[src/rtl/audio_uart_framer.sv]
// audio_uart_framer: buffers the upper 16 bits of incoming audio samples in
// a small FIFO and serialises them for a one-byte UART transmitter. The byte
// stream is framed as a sync byte followed by FRAME_LEN {hi, lo} byte pairs.
module audio_uart_framer #(
  parameter int          SAMPLE_WIDTH = 24,
  parameter int          FIFO_DEPTH   = 8,
  parameter int          FRAME_LEN    = 16,
  parameter logic [7:0]  SYNC_BYTE    = 8'hA5
) (
  input  logic                           clk_in,
  input  logic                           rst_in,
  input  logic                           enable_in,
  input  logic signed [SAMPLE_WIDTH-1:0] sample_in,
  input  logic                           valid_in,
  input  logic                           tx_busy_in,
  output logic [7:0]                     byte_out,
  output logic                           byte_trigger_out,
  output logic [$clog2(FIFO_DEPTH):0]    fifo_count_out,
  output logic                           overflow_out
);

  localparam int AW   = $clog2(FIFO_DEPTH);
  localparam int CW   = AW + 1;
  localparam int FC_W = (FRAME_LEN > 1) ? $clog2(FRAME_LEN) : 1;

  typedef enum logic [2:0] {
    IDLE, SEND_SYNC, SEND_HI, SEND_LO, WAIT_BUSY, WAIT_IDLE
  } state_t;

  // Where WAIT_IDLE goes once the transmitter has finished the current byte.
  typedef enum logic [1:0] {RET_LOAD, RET_LO, RET_IDLE} ret_t;

  // Keeps the upper 16 bits of a sample; lower bits are dropped, no rounding.
  function automatic logic signed [15:0] trunc16(input logic signed [SAMPLE_WIDTH-1:0] s);
    return 16'(s >>> (SAMPLE_WIDTH - 16));
  endfunction

  logic [15:0]     mem [FIFO_DEPTH];
  logic [AW-1:0]   wr_ptr;
  logic [AW-1:0]   rd_ptr;
  logic [CW-1:0]   count;
  logic [15:0]     held;
  state_t          state;
  ret_t            ret;
  logic [FC_W-1:0] frame_cnt;

  logic full;
  logic empty;
  logic pop_idle;
  logic pop_load;
  logic pop;
  logic push;

  assign full  = (count == CW'(FIFO_DEPTH));
  assign empty = (count == '0);

  // A sample leaves the FIFO only at the start of its byte pair: either
  // straight from IDLE mid-frame, or right after the sync byte completes.
  assign pop_idle = (state == IDLE) && !empty && !tx_busy_in && (frame_cnt != '0);
  assign pop_load = (state == WAIT_IDLE) && !tx_busy_in && (ret == RET_LOAD);
  assign pop      = pop_idle || pop_load;

  // A pop in the same cycle frees a slot, so a full FIFO still accepts.
  assign push = valid_in && enable_in && (!full || pop);

  assign fifo_count_out = count;

  // FIFO pointers, occupancy count and sticky overflow flag.
  always_ff @(posedge clk_in or posedge rst_in) begin
    if (rst_in) begin
      wr_ptr       <= '0;
      rd_ptr       <= '0;
      count        <= '0;
      overflow_out <= 1'b0;
    end else begin
      if (push) wr_ptr <= wr_ptr + 1'b1;
      if (pop)  rd_ptr <= rd_ptr + 1'b1;
      if (push && !pop)      count <= count + 1'b1;
      else if (pop && !push) count <= count - 1'b1;
      if (valid_in && enable_in && full && !pop) overflow_out <= 1'b1;
    end
  end

  // Sample storage and the holding register for the pair being sent.
  always_ff @(posedge clk_in) begin
    if (push) mem[wr_ptr] <= trunc16(sample_in);
    if (pop)  held <= mem[rd_ptr];
  end

  // Byte sequencer: sync / hi / lo with a busy handshake after each byte.
  always_ff @(posedge clk_in or posedge rst_in) begin
    if (rst_in) begin
      state            <= IDLE;
      ret              <= RET_IDLE;
      frame_cnt        <= '0;
      byte_out         <= 8'h00;
      byte_trigger_out <= 1'b0;
    end else begin
      byte_trigger_out <= 1'b0;
      case (state)
        IDLE: begin
          if (!empty && !tx_busy_in) begin
            state <= (frame_cnt == '0) ? SEND_SYNC : SEND_HI;
          end
        end
        SEND_SYNC: begin
          if (!tx_busy_in) begin
            byte_out         <= SYNC_BYTE;
            byte_trigger_out <= 1'b1;
            ret              <= RET_LOAD;
            state            <= WAIT_BUSY;
          end
        end
        SEND_HI: begin
          if (!tx_busy_in) begin
            byte_out         <= held[15:8];
            byte_trigger_out <= 1'b1;
            ret              <= RET_LO;
            state            <= WAIT_BUSY;
          end
        end
        SEND_LO: begin
          if (!tx_busy_in) begin
            byte_out         <= held[7:0];
            byte_trigger_out <= 1'b1;
            ret              <= RET_IDLE;
            state            <= WAIT_BUSY;
            if (frame_cnt == FC_W'(FRAME_LEN - 1)) frame_cnt <= '0;
            else                                   frame_cnt <= frame_cnt + 1'b1;
          end
        end
        WAIT_BUSY: begin
          if (tx_busy_in) state <= WAIT_IDLE;
        end
        WAIT_IDLE: begin
          if (!tx_busy_in) begin
            case (ret)
              RET_LOAD: state <= SEND_HI;
              RET_LO:   state <= SEND_LO;
              default:  state <= IDLE;
            endcase
          end
        end
        default: state <= IDLE;
      endcase
    end
  end

endmodule

[config.mk]
export PLATFORM = sky130hd
export DESIGN_NAME = audio_uart_framer
export DESIGN_NICKNAME = d
export VERILOG_FILES = /design/src/rtl/audio_uart_framer.sv
export SDC_FILE = /design/constraint.sdc
export NUM_CORES = 1
export LEC_CHECK = 0
export BUFFER_PORTS_ARGS = -buffer_cell sky130_fd_sc_hd__buf_2
export CORE_MARGIN = 5
export CORE_UTILIZATION = 50
export CTS_BUF_LIST = sky130_fd_sc_hd__clkbuf_8 sky130_fd_sc_hd__clkbuf_16
export DETAILED_ROUTE_END_ITERATION = 12
export PLACE_DENSITY = 0.69
export SLEW_MARGIN = 40
export SYNTH_ARGS = -nofsm -noshare
export SYNTH_HDL_FRONTEND = slang
export SYNTH_SLANG_ARGS = --single-unit
[constraint.sdc]
create_clock -name clk_in -period 3.05 [get_ports clk_in]
set_input_delay 0.4575 -clock clk_in [delete_from_list [all_inputs] [get_ports clk_in]]
set_output_delay 0.4575 -clock clk_in [all_outputs]
set_load 0.02 [all_outputs]
After elaboration in Yosys (flattened, before gate mapping). Memory sizes are Yosys's and may differ from the RTL's. A register that Yosys moved wholly into a read port is not among the register bits. Index checks and enable logic that the tools add are counted.

$add $sub $neg: 5. Equality and inequality tests: 15. Multiplexer cells: 22. Bitwise gates (word level): 1. Reductions and logical operators: 30.

Operator list (count): two-way mux 8 bit (3); case mux 8 bit (3 select lines) (1); logical AND 1 bit (12); two-way mux 3 bit (4); two-way mux 4 bit (3); != test 2 bit, second input constant (6); case mux 3 bit (4 select lines) (1); adder 4 x 1 -> 4 bit, second input constant (2); == test 4 bit, second input constant (2); logical NOT 4 bit (2); two-way mux 2 bit (4); AND reduction 4 bit (2); adder 3 x 1 -> 3 bit, second input constant (2); == test 3 x 2 -> 1 bit, second input constant (2); == test 3 bit, second input constant (2); case mux 2 bit (3 select lines) (1); logical NOT 1 bit (5); two-way mux 1 bit (4); case mux 2 bit (2 select lines) (1); nonzero test 4 bit (1); subtractor 4 x 1 -> 4 bit, second input constant (1); == test 3 x 1 -> 1 bit, second input constant (1); logical NOT 3 bit (1); nonzero test 3 bit (1); 8 further kinds (9).

Register bits after elaboration: 29. Bits in writable memories: 128. Input port bits: 29. Output and inout port bits: 14. Logic and storage cells: 83. Memories kept: 1.

Memories: mem (words 8, width 16, read ports 1, clocked after Yosys merged registers in 1, write ports 1, line 38) `logic [15:0] mem [FIFO_DEPTH];`.

Depth between registers and ports, before layout.
Word-level depth: 12. Depth in mapped cells: 13. Gate-level depth less buffers: 13.

Worst setup path before layout. No wires, ideal clock.

Path kind: reg2reg. Start: reg state[0]. End: mem mem[0][0], enable pin. Library setup time: 0.430 ns. Data arrival time: 2.928 ns. Data required time: 2.620 ns. Slack: -0.308 ns. Cell stages (with the launch flop): 6. Buffers on the path: 1. Path through: dfrtp_1 buf_6 or4_4 o211ai_2 o21ai_2 nor4_1.

Longest elaborated chain between the ends: 9.

Ends and longest elaborated chain: from (decl) (line 43) `state_t state;`; from (signal assigned) (line 103) `state <= (frame_cnt == '0) ? SEND_SYNC : SEND_HI;`; logical NOT 3 bit (line 59) `assign pop_idle = (state == IDLE) && !empty && !tx_busy_in && (frame_cnt != '0);`; logical AND 1 bit (3 in series) (line 59); logical OR 1 bit (*) (line 61) `assign pop = pop_idle || pop_load;`; logical OR 1 bit (*) (line 64) `assign push = valid_in && enable_in && (!full || pop);`; logical AND 1 bit (*) (line 64); two-way mux 1 bit (*) (line 86) `if (push) mem[wr_ptr] <= trunc16(sample_in);`; two-way mux 1 bit (not written as such) (*) (line 86); to (decl) (line 38).

Mark *: on every way between the ends. The rest lies on a longest branch, timed or not.

Final worst setup path.
Start: reg state[1]. End: reg count[3] (netlist: fifo_count_out[3]).

Longest elaborated chain between the ends: 10.

Ends and longest elaborated chain: logical NOT 3 bit (line 59); logical AND 1 bit (3 in series) (line 59); logical OR 1 bit (*) (line 61); logical OR 1 bit (*) (line 64); logical AND 1 bit (*) (line 64); net push (line 52) `logic push;`; logical NOT 1 bit (line 79) `else if (pop && !push) count <= count - 1'b1;`; logical AND 1 bit (line 79); nonzero test 2 bit (no line); to (signal assigned) (line 78) `if (push && !pop) count <= count + 1'b1;`; to (signal assigned) (line 79); to (decl) (line 41) `logic [CW-1:0] count;`.

The timed path passes the listed nets; every way through them passes the cells marked *. A chain may end at the register's enable or synchronous reset.

==> reports/results.tsv <==
metric	value	unit
Synth cell types	42	
crit-path most repeated cell	inv_1	
Crit. Startpoint	state[1]$_DFFE_PP0P_	
worst min-delay path class	in2async	
GR Layer Usage met1	0.210	
Slowest-stage cell, CP	dfrtp_1	
clk buf depth	2	
initial antenna violation count	0	
crit path capture type	register	
share of layout cells above drive strength 1	0.377	
Die Ht	127	µm
fmax	347	MHz
Layout area overhead	17.6	%
Routed WL	12200	µm
Leakage	2.80	nW
Largest stage delay, worst path	380	ps
first-pass GRT wire length	19400	µm
CP endpoint	fifo_count_out[3]$_DFFE_PP0P_	
r2r startpoint	state[1]$_DFFE_PP0P_	
worst path arrival time	3200	ps
Inserted Clock Buffers	17	
Worst-Margin Slew	566	ps
via count	3365	
max cap viols	0	
Stages on worst setup path	12	
final setup vio count	0	
I/O pin cnt	43	
critical path type	reg2reg	
Crit path max-delay family	compound AO/OA/AOI/OAI gates	
die width	127	µm
crit-path cells	buf_4 > nand2b_2 > nor4_4 > o21ai_2 > inv_1 > ha_4 > inv_1 > ha_1 > a21o_1 > a2111oi_4 > a31oi_1 > a221o_1	
CP required	3360	ps
Remaining DRCs	0	
Async S/R FF share, synth	0.168	
placed inst area	7370	µm²
Clock transition at path regs	60	ps
Period minus WS final	2880	ps
outcome	finished, final reports clean	
Root Buffer Master	clkbuf_16	
Syn. warnings	0	
post-synth top area share	0.635	
GRT Max-Usage Layer	met2	
highest ir drop seen on vdd	567	µV
top cells by area, synth	edfxtp_1, mux4_2, dfrtp_1, mux2_2, ha_1	
met2 Resource Use GR	0.268	
initial drt markers	262	
First-pass DRT Iterations	5	
met3 GRT Util	0.0530	
Mean Syn Cell Area	19.6	µm²
CP startpoint kind	register	
CTS tree	built	
area taken by multi-input logic gates	1760	µm²
die footprint	16100	µm²
number of port buffers	34	
htree depth	4	
Synth Flop Type	edfxtp_1	
Finished Layout Cells	600	
clock skew	6.67	ps
Pwr per Cell Area	948	nW/µm²
Vias/cell	5.61	
fin crit share	0.946	
FP Rows	42	
# diodes	0	
Core ar.	13300	µm²
Synth Cell Area	6810	µm²
Power Total	7.60	mW
drt wl/cell	20.3	µm
Post-DRT Antenna Nets	0	
register area	5050	µm²
WP buf/inv	3	
RR Endpoint	fifo_count_out[3]$_DFFE_PP0P_	
syn nets	384	
Post-synth EDFFs	144	
Reg2Reg Setup Slack	170	ps
R2R cell count	12	
largest area contributor in the netlist	edfxtp_1	
Yosys reg bits	173	
RD Place Congestion	0.711	
GRT overflow	0	
fill cell count	958	
vias in the first global route	3597	
Clock Sinks	173	
register area share after synthesis	0.741	
dpl hpwl	7290	µm
design area	8020	µm²
Max Slew Vio Count	0	
largest net degree at the start of global routing	35	
Hold Fails Final Rpt	0	
initial core utilization	0.513	
NumNets Final	449	
GRT Util Overall	0.163	
Post-Place Cells	567	
maximum fanout along the worst path	6	
worst-skew pair later-pin latency	430	ps
final setup TNS	0	ps
Slew HR	0.618	
cells after synthesis	347	
## timing repair
action | in CTS | in global routing
endpoints found under the hold margin | 0 | 0
hold buffers | 0 | 0
endpoints found under the setup margin | 0 | 1
resized for setup | 0 | 8
buffers inserted | 0 | 2
## final cells by class
class	count	share of cell area
tap	176	0.0275
timing repair buffer	59	0.0462
clock buffer	17	0.0531
inverter	8	0.00375
clock inverter	14	0.0197
sequential	173	0.630
multi-input combinational	153	0.219
## worst min path at each step
| stage | start | to | slack, ps | cells past startpoint |
|---|---|---|---|---|
| floorplan | frame_cnt[3]$_DFFE_PP0P_ | frame_cnt[3]$_DFFE_PP0P_ | 490 | 1 |
| global placement | overflow_out$_DFFE_PP0P_ | overflow_out$_DFFE_PP0P_ | 450 | 1 |
| detailed placement | overflow_out$_DFFE_PP0P_ | overflow_out$_DFFE_PP0P_ | 460 | 1 |
| CTS | rst_in | fifo_count_out[0]$_DFFE_PP0P_ | 170 | 2 |
| global route | rst_in | fifo_count_out[3]$_DFFE_PP0P_ | 50 | 2 |
| finish | rst_in | fifo_count_out[3]$_DFFE_PP0P_ | 20 | 2 |
## placed cells by master (no fill, tap or decap), types with 8 or more instances in the layout
cell,synthesis,layout
buf_2,3,34
mux2_2,18,18
edfxtp_1,144,144
mux2i_1,8,8
clkbuf_16,0,17
mux4_2,32,32
nor2_1,13,13
dfrtp_1,28,26
o21ai_0,9,9
nand2_1,9,9
buf_4,0,24
## per-layer routing
layer | share of wire | routed length (µm)
met1 | 0.42 | 5090
met4 | 0.0067 | 82
met5 | 0 | 0
met2 | 0.52 | 6310
met3 | 0.058 | 701
## worst reg2reg max path, cell delays in order, from the launching register on
cell and delay, ps:
dfrtp_1 380, buf_4 150, nand2b_2 210, nor4_4 380
o21ai_2 110, inv_1 100, ha_4 160, inv_1 50
ha_1 260, a21o_1 230, a2111oi_4 340, a31oi_1 70
a221o_1 320
## cell usage after synthesis (all sizes together), types with 2 or more instances
master	n
mux2	20
nand2b	4
nor2	13
inv	8
ha	7
buf	4
edfxtp	144
dfrtp	28
o211ai	3
a31oi	2
nor4	4
nor3b	2
a21o	2
nor3	8
o21ai	10
mux4	32
a221o	2
nand2	9
mux2i	8
xnor2	7
nand3	2
a21oi	7
clkbuf	9
## stage by stage
step / worst slack (ps) / hold slack (ps) / util
floorplan: 51.0 / 486 / -
global placement: 57.0 / 447 / 0.554
detailed placement: 49.7 / 464 / 0.554
CTS: 65.8 / 165 / 0.598
global route: -41.9 / 52.4 / 0.603
finish: 165 / 19.3 / 0.603
## power breakdown
group	internal [mW]	total (mW)	switching (mW)
combinational	1.09	2.19	1.10
sequential	3.01	3.29	0.275
clock	1.22	2.12	0.903
## flip-flops by register name, summed over array words and instances (netlist names)
register / flops
mem: 128
held: 16
byte_out: 8
fifo_count_out: 4
frame_cnt: 4
rd_ptr: 3
state: 3
wr_ptr: 3
ret: 2
byte_trigger_out: 1
overflow_out: 1
## kinds of logic (layout without fill, tap and decap cells)
group	Yosys count	after routing	synth area share
compound gates	32	32	0.0318
xor+xnor	7	7	0.00900
fa+ha+maj	8	8	0.0158
buf+inv	21	98	0.0132
flops	173	173	0.741
mux	60	60	0.152
simple gates	46	46	0.0373
No activity file was read; power rests on OpenSTA's default activity.
